## config.mk

```make
export PLATFORM = sky130hd
export DESIGN_NAME = seg7_scan
export DESIGN_NICKNAME = d
export VERILOG_FILES = /design/src/rtl/seg7_pkg.sv /design/src/rtl/seg7_decode.sv /design/src/rtl/seg7_scan.sv
export SDC_FILE = /design/constraint.sdc
export NUM_CORES = 1
export LEC_CHECK = 0
export CAP_MARGIN = 20
export CORE_ASPECT_RATIO = 1.1
export CORE_MARGIN = 2
export CORE_UTILIZATION = 43
export CTS_CLUSTER_SIZE = 30
export DETAILED_ROUTE_END_ITERATION = 7
export PLACE_DENSITY = 0.75
export SLEW_MARGIN = 15
export SYNTH_ARGS = -nofsm -noshare
export SYNTH_HDL_FRONTEND = slang
export SYNTH_SLANG_ARGS = --single-unit
```

## constraint.sdc

```tcl
create_clock -name clk -period 3.3 [get_ports clk]
set_input_delay 0.825 -clock clk [delete_from_list [all_inputs] [get_ports clk]]
set_output_delay 0.825 -clock clk [all_outputs]
set_load 0.02 [all_outputs]
```

## src/rtl/seg7_pkg.sv

```systemverilog
// Shared constants and types for the multiplexed seven-segment scanner.
// Glyphs are active-high {g,f,e,d,c,b,a}; polarity is applied only at the output register.
package seg7_pkg;

    localparam int unsigned NUM_DIGITS = 4;
    localparam int unsigned NIB_W      = 4;
    localparam int unsigned SEG_W      = 7;
    localparam int unsigned DATA_W     = SEG_W + 1;
    localparam int unsigned VALUE_W    = NUM_DIGITS * NIB_W;
    localparam int unsigned IDX_W      = $clog2(NUM_DIGITS);

    localparam logic [SEG_W-1:0] SEG_0 = 7'h3F;
    localparam logic [SEG_W-1:0] SEG_1 = 7'h06;
    localparam logic [SEG_W-1:0] SEG_2 = 7'h5B;
    localparam logic [SEG_W-1:0] SEG_3 = 7'h4F;
    localparam logic [SEG_W-1:0] SEG_4 = 7'h66;
    localparam logic [SEG_W-1:0] SEG_5 = 7'h6D;
    localparam logic [SEG_W-1:0] SEG_6 = 7'h7D;
    localparam logic [SEG_W-1:0] SEG_7 = 7'h07;
    localparam logic [SEG_W-1:0] SEG_8 = 7'h7F;
    localparam logic [SEG_W-1:0] SEG_9 = 7'h6F;
    localparam logic [SEG_W-1:0] SEG_A = 7'h77;
    localparam logic [SEG_W-1:0] SEG_B = 7'h7C;
    localparam logic [SEG_W-1:0] SEG_C = 7'h39;
    localparam logic [SEG_W-1:0] SEG_D = 7'h5E;
    localparam logic [SEG_W-1:0] SEG_E = 7'h79;
    localparam logic [SEG_W-1:0] SEG_F = 7'h71;

    // Raw (active-high) idle levels; the top inverts them when driving active-low pins.
    localparam logic [DATA_W-1:0]     DATA_OFF_RAW = 8'h00;
    localparam logic [NUM_DIGITS-1:0] WICH_OFF_RAW = 4'h0;

    // One display word: hex value plus per-digit decimal points.
    typedef struct packed {
        logic [VALUE_W-1:0]    value;
        logic [NUM_DIGITS-1:0] dp;
    } disp_word_t;

    function automatic logic [DATA_W-1:0] pol_data(logic [DATA_W-1:0] raw, bit active_low);
        return active_low ? ~raw : raw;
    endfunction

    function automatic logic [NUM_DIGITS-1:0] pol_wich(logic [NUM_DIGITS-1:0] raw, bit active_low);
        return active_low ? ~raw : raw;
    endfunction

endpackage

```

## src/rtl/seg7_decode.sv

```systemverilog
// Hex nibble to seven-segment glyph, active-high {g,f,e,d,c,b,a}.
module seg7_decode
    import seg7_pkg::*;
(
    input  logic [NIB_W-1:0] nibble,
    output logic [SEG_W-1:0] seg_c
);

    always_comb begin
        seg_c = SEG_0;
        unique case (nibble)
            4'h0:    seg_c = SEG_0;
            4'h1:    seg_c = SEG_1;
            4'h2:    seg_c = SEG_2;
            4'h3:    seg_c = SEG_3;
            4'h4:    seg_c = SEG_4;
            4'h5:    seg_c = SEG_5;
            4'h6:    seg_c = SEG_6;
            4'h7:    seg_c = SEG_7;
            4'h8:    seg_c = SEG_8;
            4'h9:    seg_c = SEG_9;
            4'hA:    seg_c = SEG_A;
            4'hB:    seg_c = SEG_B;
            4'hC:    seg_c = SEG_C;
            4'hD:    seg_c = SEG_D;
            4'hE:    seg_c = SEG_E;
            default: seg_c = SEG_F;
        endcase
    end

endmodule

```

## src/rtl/seg7_scan.sv

```systemverilog
// 4-digit multiplexed seven-segment scanner with frame-synchronous double buffering
// and a per-slot blanking gap against ghosting.
module seg7_scan
    import seg7_pkg::*;
#(
    parameter int unsigned DIV        = 50000,
    parameter int unsigned BLANK      = 2,
    parameter bit          ACTIVE_LOW = 1'b1
) (
    input  logic                  clk,
    input  logic                  reset,
    input  logic [VALUE_W-1:0]    value_in,
    input  logic [NUM_DIGITS-1:0] dp_in,
    input  logic                  lz_blank,
    input  logic                  load,
    output logic                  pending,
    output logic [DATA_W-1:0]     Dis_data,
    output logic [NUM_DIGITS-1:0] Dis_wich
);

    localparam int unsigned CNT_W = (DIV > 1) ? $clog2(DIV) : 1;
    localparam logic [DATA_W-1:0]     DATA_OFF = pol_data(DATA_OFF_RAW, ACTIVE_LOW);
    localparam logic [NUM_DIGITS-1:0] WICH_OFF = pol_wich(WICH_OFF_RAW, ACTIVE_LOW);

    logic [CNT_W-1:0]      cnt_q, cnt_d;
    logic [IDX_W-1:0]      idx_q, idx_d;
    disp_word_t            pend_q, pend_d;
    disp_word_t            act_q, act_d;
    logic                  pending_q, pending_d;
    logic [DATA_W-1:0]     dis_data_q, dis_data_d;
    logic [NUM_DIGITS-1:0] dis_wich_q, dis_wich_d;

    logic                  last_slot_c;
    logic                  boundary_c;
    logic                  in_blank_c;
    logic                  lead_zero_c;
    logic [NIB_W-1:0]      nibble_c;
    logic [SEG_W-1:0]      seg_c;
    logic [DATA_W-1:0]     seg_raw_c;
    logic [NUM_DIGITS-1:0] sel_raw_c;

    // Prescaler and digit index; a frame ends on the last cycle of digit 3.
    always_comb begin
        last_slot_c = (cnt_q == CNT_W'(DIV - 1));
        boundary_c  = last_slot_c && (idx_q == IDX_W'(NUM_DIGITS - 1));
        cnt_d       = last_slot_c ? '0 : cnt_q + CNT_W'(1);
        idx_d       = last_slot_c ? idx_q + IDX_W'(1) : idx_q;
    end

    // Double buffer: a load on the boundary cycle bypasses pend_q and commits immediately.
    always_comb begin
        pend_d    = pend_q;
        act_d     = act_q;
        pending_d = pending_q;
        if (load) begin
            pend_d.value = value_in;
            pend_d.dp    = dp_in;
            pending_d    = 1'b1;
        end
        if (boundary_c) begin
            if (load) begin
                act_d.value = value_in;
                act_d.dp    = dp_in;
            end else if (pending_q) begin
                act_d = pend_q;
            end
            pending_d = 1'b0;
        end
    end

    assign nibble_c = act_q.value[{idx_q, 2'b00} +: NIB_W];

    seg7_decode u_decode (
        .nibble (nibble_c),
        .seg_c  (seg_c)
    );

    // Digit is a leading zero when it and every more-significant nibble are zero.
    always_comb begin
        lead_zero_c = 1'b0;
        unique case (idx_q)
            2'd3:    lead_zero_c = (act_q.value[15:12] == 4'h0);
            2'd2:    lead_zero_c = (act_q.value[15:8] == 8'h00);
            2'd1:    lead_zero_c = (act_q.value[15:4] == 12'h000);
            default: lead_zero_c = 1'b0;
        endcase
    end

    // Next display pins, built active-high then converted to pin polarity once.
    always_comb begin
        in_blank_c = (32'(cnt_q) < BLANK);
        seg_raw_c  = DATA_OFF_RAW;
        sel_raw_c  = WICH_OFF_RAW;
        if (!in_blank_c) begin
            sel_raw_c = NUM_DIGITS'(1) << idx_q;
            if (!(lz_blank && lead_zero_c)) begin
                seg_raw_c = {act_q.dp[idx_q], seg_c};
            end
        end
        dis_data_d = pol_data(seg_raw_c, ACTIVE_LOW);
        dis_wich_d = pol_wich(sel_raw_c, ACTIVE_LOW);
    end

    always_ff @(posedge clk) begin
        if (reset) begin
            cnt_q      <= '0;
            idx_q      <= '0;
            pend_q     <= '0;
            act_q      <= '0;
            pending_q  <= 1'b0;
            dis_data_q <= DATA_OFF;
            dis_wich_q <= WICH_OFF;
        end else begin
            cnt_q      <= cnt_d;
            idx_q      <= idx_d;
            pend_q     <= pend_d;
            act_q      <= act_d;
            pending_q  <= pending_d;
            dis_data_q <= dis_data_d;
            dis_wich_q <= dis_wich_d;
        end
    end

    assign pending  = pending_q;
    assign Dis_data = dis_data_q;
    assign Dis_wich = dis_wich_q;

endmodule

```

==> summary.md <==
| Metric | Value |
|---|---|
| Status | `finished, final reports clean` |
| Largest net degree at the start of global routing | `46` |
| Core Rows | `33` |
| CP Launch Point | `load` |
| Max Cap Viol | `0` |
| WL final | `5948 um` |
| Final WS setup | `roughly 1.2 ns` |
| CP Capture Type | `register` |
| Peak supply drop | `between 0.15 and 0.2 mV` |
| Post-synth cell types | `between 40 and 50` |
| Max clock buf depth | `2` |
| Buffers on Ports | `36` |
| H-tree depth | `3` |
| Sequential fraction of the synthesis area | `0.4364` |
| Gate power share | `0.069` |
| CP startpoint kind | `input port` |
| Final hold vios | `0` |
| Post-route ant nets | `0` |
| Mapped Cells | `314` |
| Clock power share | `0.416` |
| Vias in the first global route | `around 2,200` |
| Internal power | `1.355 mW` |
| Highest metal used | `met4` |
| Psw | `0.3769 mW` |
| Syn Area/Cell | `10.37 um^2` |
| Worst-margin pin slew | `between 0.6 and 0.7 ns` |
| CP bufs+invs | `1` |
| WP depth | `5` |
| Final GP Congestion | `about 0.81` |
| Arrival @ worst endpoint | `around 2.4 ns` |
| Root Buffer | `clkbuf_8` |
| DR vias/cell | `just over 5` |
| Crit Reg-Reg Startpoint | `idx_q[0]` |
| First-pass GRT wire length | `9915 um` |
| Area grow syn2layout | `17.90%` |
| Slowest stage delay, CP | `about 0.48 ns` |
| Reg2Reg Depth | `4` |
| CTS tree | `yes` |
| Hold Crit Class | `register to register` |
| Skew final | `about 0.013 ns` |
| Rel. slew slack | `0.5873` |
| TritonCTS Sinks | `a little over 70` |
| Placed Cells incl. Taps | `420` |
| Residual DRC | `0` |
| Cell Chain, Critical Path | `clkdlybuf4s50_1, nor2_1, nor2b_1, nand4b_4, mux2_1` |
| Worst-skew pair later-pin latency | `around 0.34 ns` |
| Slowest cell on the critical path | `clkdlybuf4s50_1` |
| Power share of the sequential group | `0.515` |
| Final setup TNS | `0 ns` |
| DR vias | `about 2,200` |
| Static Leak | `1.558 nW` |
| CP Max Fanout | `20` |
| Die width | `approximately 87 um` |
| Yosys reg bits | `slightly above 70` |
| Crit Path Class | `input port to register` |
| Die Span Y | `~95 um` |
| Fin. max-slew vios | `0` |
| FMAX | `about 470 MHz` |
| Setup repair after global routing missed its margin | `no` |
| Antenna diodes | `0` |
| Syn nets | `350` |
| M1 WL | `2662 um` |
| Core box area | `7391 um^2` |
| Pwr Total | `1.732 mW` |
| CP Data Required Time | `approximately 3.5 ns` |
| Reg clk slew, reported paths | `~0.06 ns` |
| # Post-CTS Setup Buffers | `0` |
| Register-to-register setup slack | `1.22 ns` |
| Remaining global-route overflow | `0` |
| Setup WS pre-CTS | `between 0.7 and 0.8 ns` |
| Fin nets | `380` |
| First drt pass iteration count | `4` |
| DRT iter0 DRCs | `between 60 and 70` |
| Final setup viols | `0` |
| Detailed placement HPWL | `about 4200 um` |
| Routed wl met2 | `2968 um` |
| Fin util | `0.5196` |
| Hold_buf cts | `0` |
| Setup crit end | `act_q[18]` |
| Minimum clock period | `2.144 ns` |
| Synth warn | `0` |
| Tcrit/Tclk final | `0.6497` |
| R2R Path End | `act_q[18]` |
| Die Area | `approximately 8300 um^2` |
| Drt wl/cell | `13.64 um` |
| Post-CTS sizing | `0` |
| Power per cell area | `roughly 450 nW/um^2` |
| Met3 WL post-DR | `just under 200 um` |
| IO Count | `37` |
| Mapped cell area | `roughly 3300 um^2` |
| Initial Util | `0.4407` |
| Antenna violations before repair | `0` |
| Total GRT Usage | `0.1534` |
| Share of layout cells above drive strength 1 | `0.1347` |
| CTS Buf Count | `9` |
| Sw Share | `0.2176` |
| Cell family with most CP delay | `simple AND/OR/NAND/NOR gates` |
| Final cell count without fillers | `436` |
## stage by stage
stage               instance area, um^2  hold slack (ns)
floorplan                          3257           0.4261
global placement                   3631           0.4400
detailed placement                 3631           0.4537
CTS                                3840           0.4699
global route                       3840           0.4994
finish                             3840           0.4649
## final cells by class
type / instances / area, um^2
Fill cell: 658 / 3551
Multi-Input combinational cell: 215 / 1692
Sequential cell: 71 / 1421
Timing Repair Buffer: 38 / 375.4
Clock buffer: 13 / 168.9
Tap cell: 87 / 108.9
Clock inverter: 3 / 40.04
Inverter: 9 / 33.78
## placed cells by master, fill, tap and decap left out, types with 2 or more instances in the layout
cell,n
dfxtp_1,71
xnor2_1,4
nor2b_1,21
mux2i_1,22
nand4_1,7
and4_1,4
mux2_2,15
clkinv_2,2
o211ai_1,4
and3_1,3
buf_4,2
or3_1,2
nor2_1,37
nor3_1,4
o311ai_2,2
xor2_1,11
nand2_1,15
clkdlybuf4s50_1,36
o21ai_0,5
mux2_1,6
a21oi_1,5
nor4_1,4
clkbuf_8,12
nand3_1,8
mux4_2,6
inv_1,9
ha_1,12
## power by group through the flow
stage / registers, mW / logic [mW] / clock network, mW
2_1_floorplan: 0.921 / 0.0535 / 0
3_3_place_gp: 0.911 / 0.120 / 0
3_5_place_dp: 0.912 / 0.122 / 0
4_1_cts: 0.892 / 0.122 / 0.732
5_1_grt: 0.894 / 0.132 / 0.767
6_report: 0.892 / 0.120 / 0.720
## registers in the layout (all words and copies together) (netlist names)
register	flops
pending	1
idx_q	2
Dis_data	8
act_q	20
Dis_wich	4
cnt_q	16
pend_q	20
## worst reg2reg max path, delay by kind of cell (launching register included)
kind,cells,cell delay [ns]
simple gates,2,0.62
flops,1,0.58
mux,1,0.44
fa+ha+maj,1,0.31
## worst min path at each step
| stage | start | end | slack [ns] | cells past startpoint |
|---|---|---|---|---|
| after floorplan | cnt_q[0] | cnt_q[0] | 0.43 | 1 |
| after global placement | cnt_q[0] | cnt_q[0] | 0.44 | 1 |
| after detailed placement | cnt_q[0] | cnt_q[0] | 0.45 | 1 |
| after CTS | cnt_q[0] | cnt_q[0] | 0.47 | 1 |
| after global routing | cnt_q[0] | cnt_q[0] | 0.50 | 1 |
| final | cnt_q[0] | cnt_q[0] | 0.46 | 1 |
## metal layers
| layer | track usage | vias up |
|---|---|---|
| li1 | - | 1151 |
| met1 | 0.1791 | 1050 |
| met2 | 0.2640 | 37 |
| met3 | 0.03203 | 11 |
| met4 | 0.07813 | 0 |
| met5 | 0 | - |
## logic make-up after synthesis
family                   after synthesis  synth area share
AND/OR/NAND/NOR                      114            0.1913
flip-flops                            71            0.4364
multiplexers                          50            0.1863
buffers and inverters                 28           0.04417
AO/OA/AOI/OAI                         24           0.05532
XOR/XNOR                              15           0.04034
adder cells (fa/ha/maj)               12           0.04610
## cells in the mapped netlist, drive strengths merged
cell type / instances / area share
nand3b: 1 / 0.0023
o21a: 1 / 0.0023
o311ai: 3 / 0.013
nor3b: 1 / 0.0023
or3: 2 / 0.0038
a311oi: 1 / 0.0027
xor2: 11 / 0.030
nand3: 9 / 0.015
a41oi: 1 / 0.0027
nor3: 5 / 0.0092
o211ai: 4 / 0.0092
nand2: 15 / 0.017
o2111ai: 1 / 0.0027
a21oi: 5 / 0.0077
and4: 4 / 0.011
and3: 4 / 0.0081
o31ai: 1 / 0.0023
o21ai: 5 / 0.0077
or4: 1 / 0.0023
xnor2: 4 / 0.011
inv: 9 / 0.010
dfxtp: 71 / 0.44
mux2i: 22 / 0.068
nand4b: 1 / 0.0073
nand4: 7 / 0.013
nor4: 5 / 0.014
nor2b: 21 / 0.040
nor2: 37 / 0.043
buf: 14 / 0.028
ha: 12 / 0.046
mux4: 6 / 0.041
mux2: 22 / 0.077
nand2b: 1 / 0.0019
o21bai: 1 / 0.0035
o22ai: 1 / 0.0019
clkbuf: 5 / 0.0061
Note: power is estimated with default switching activity, not from simulation.
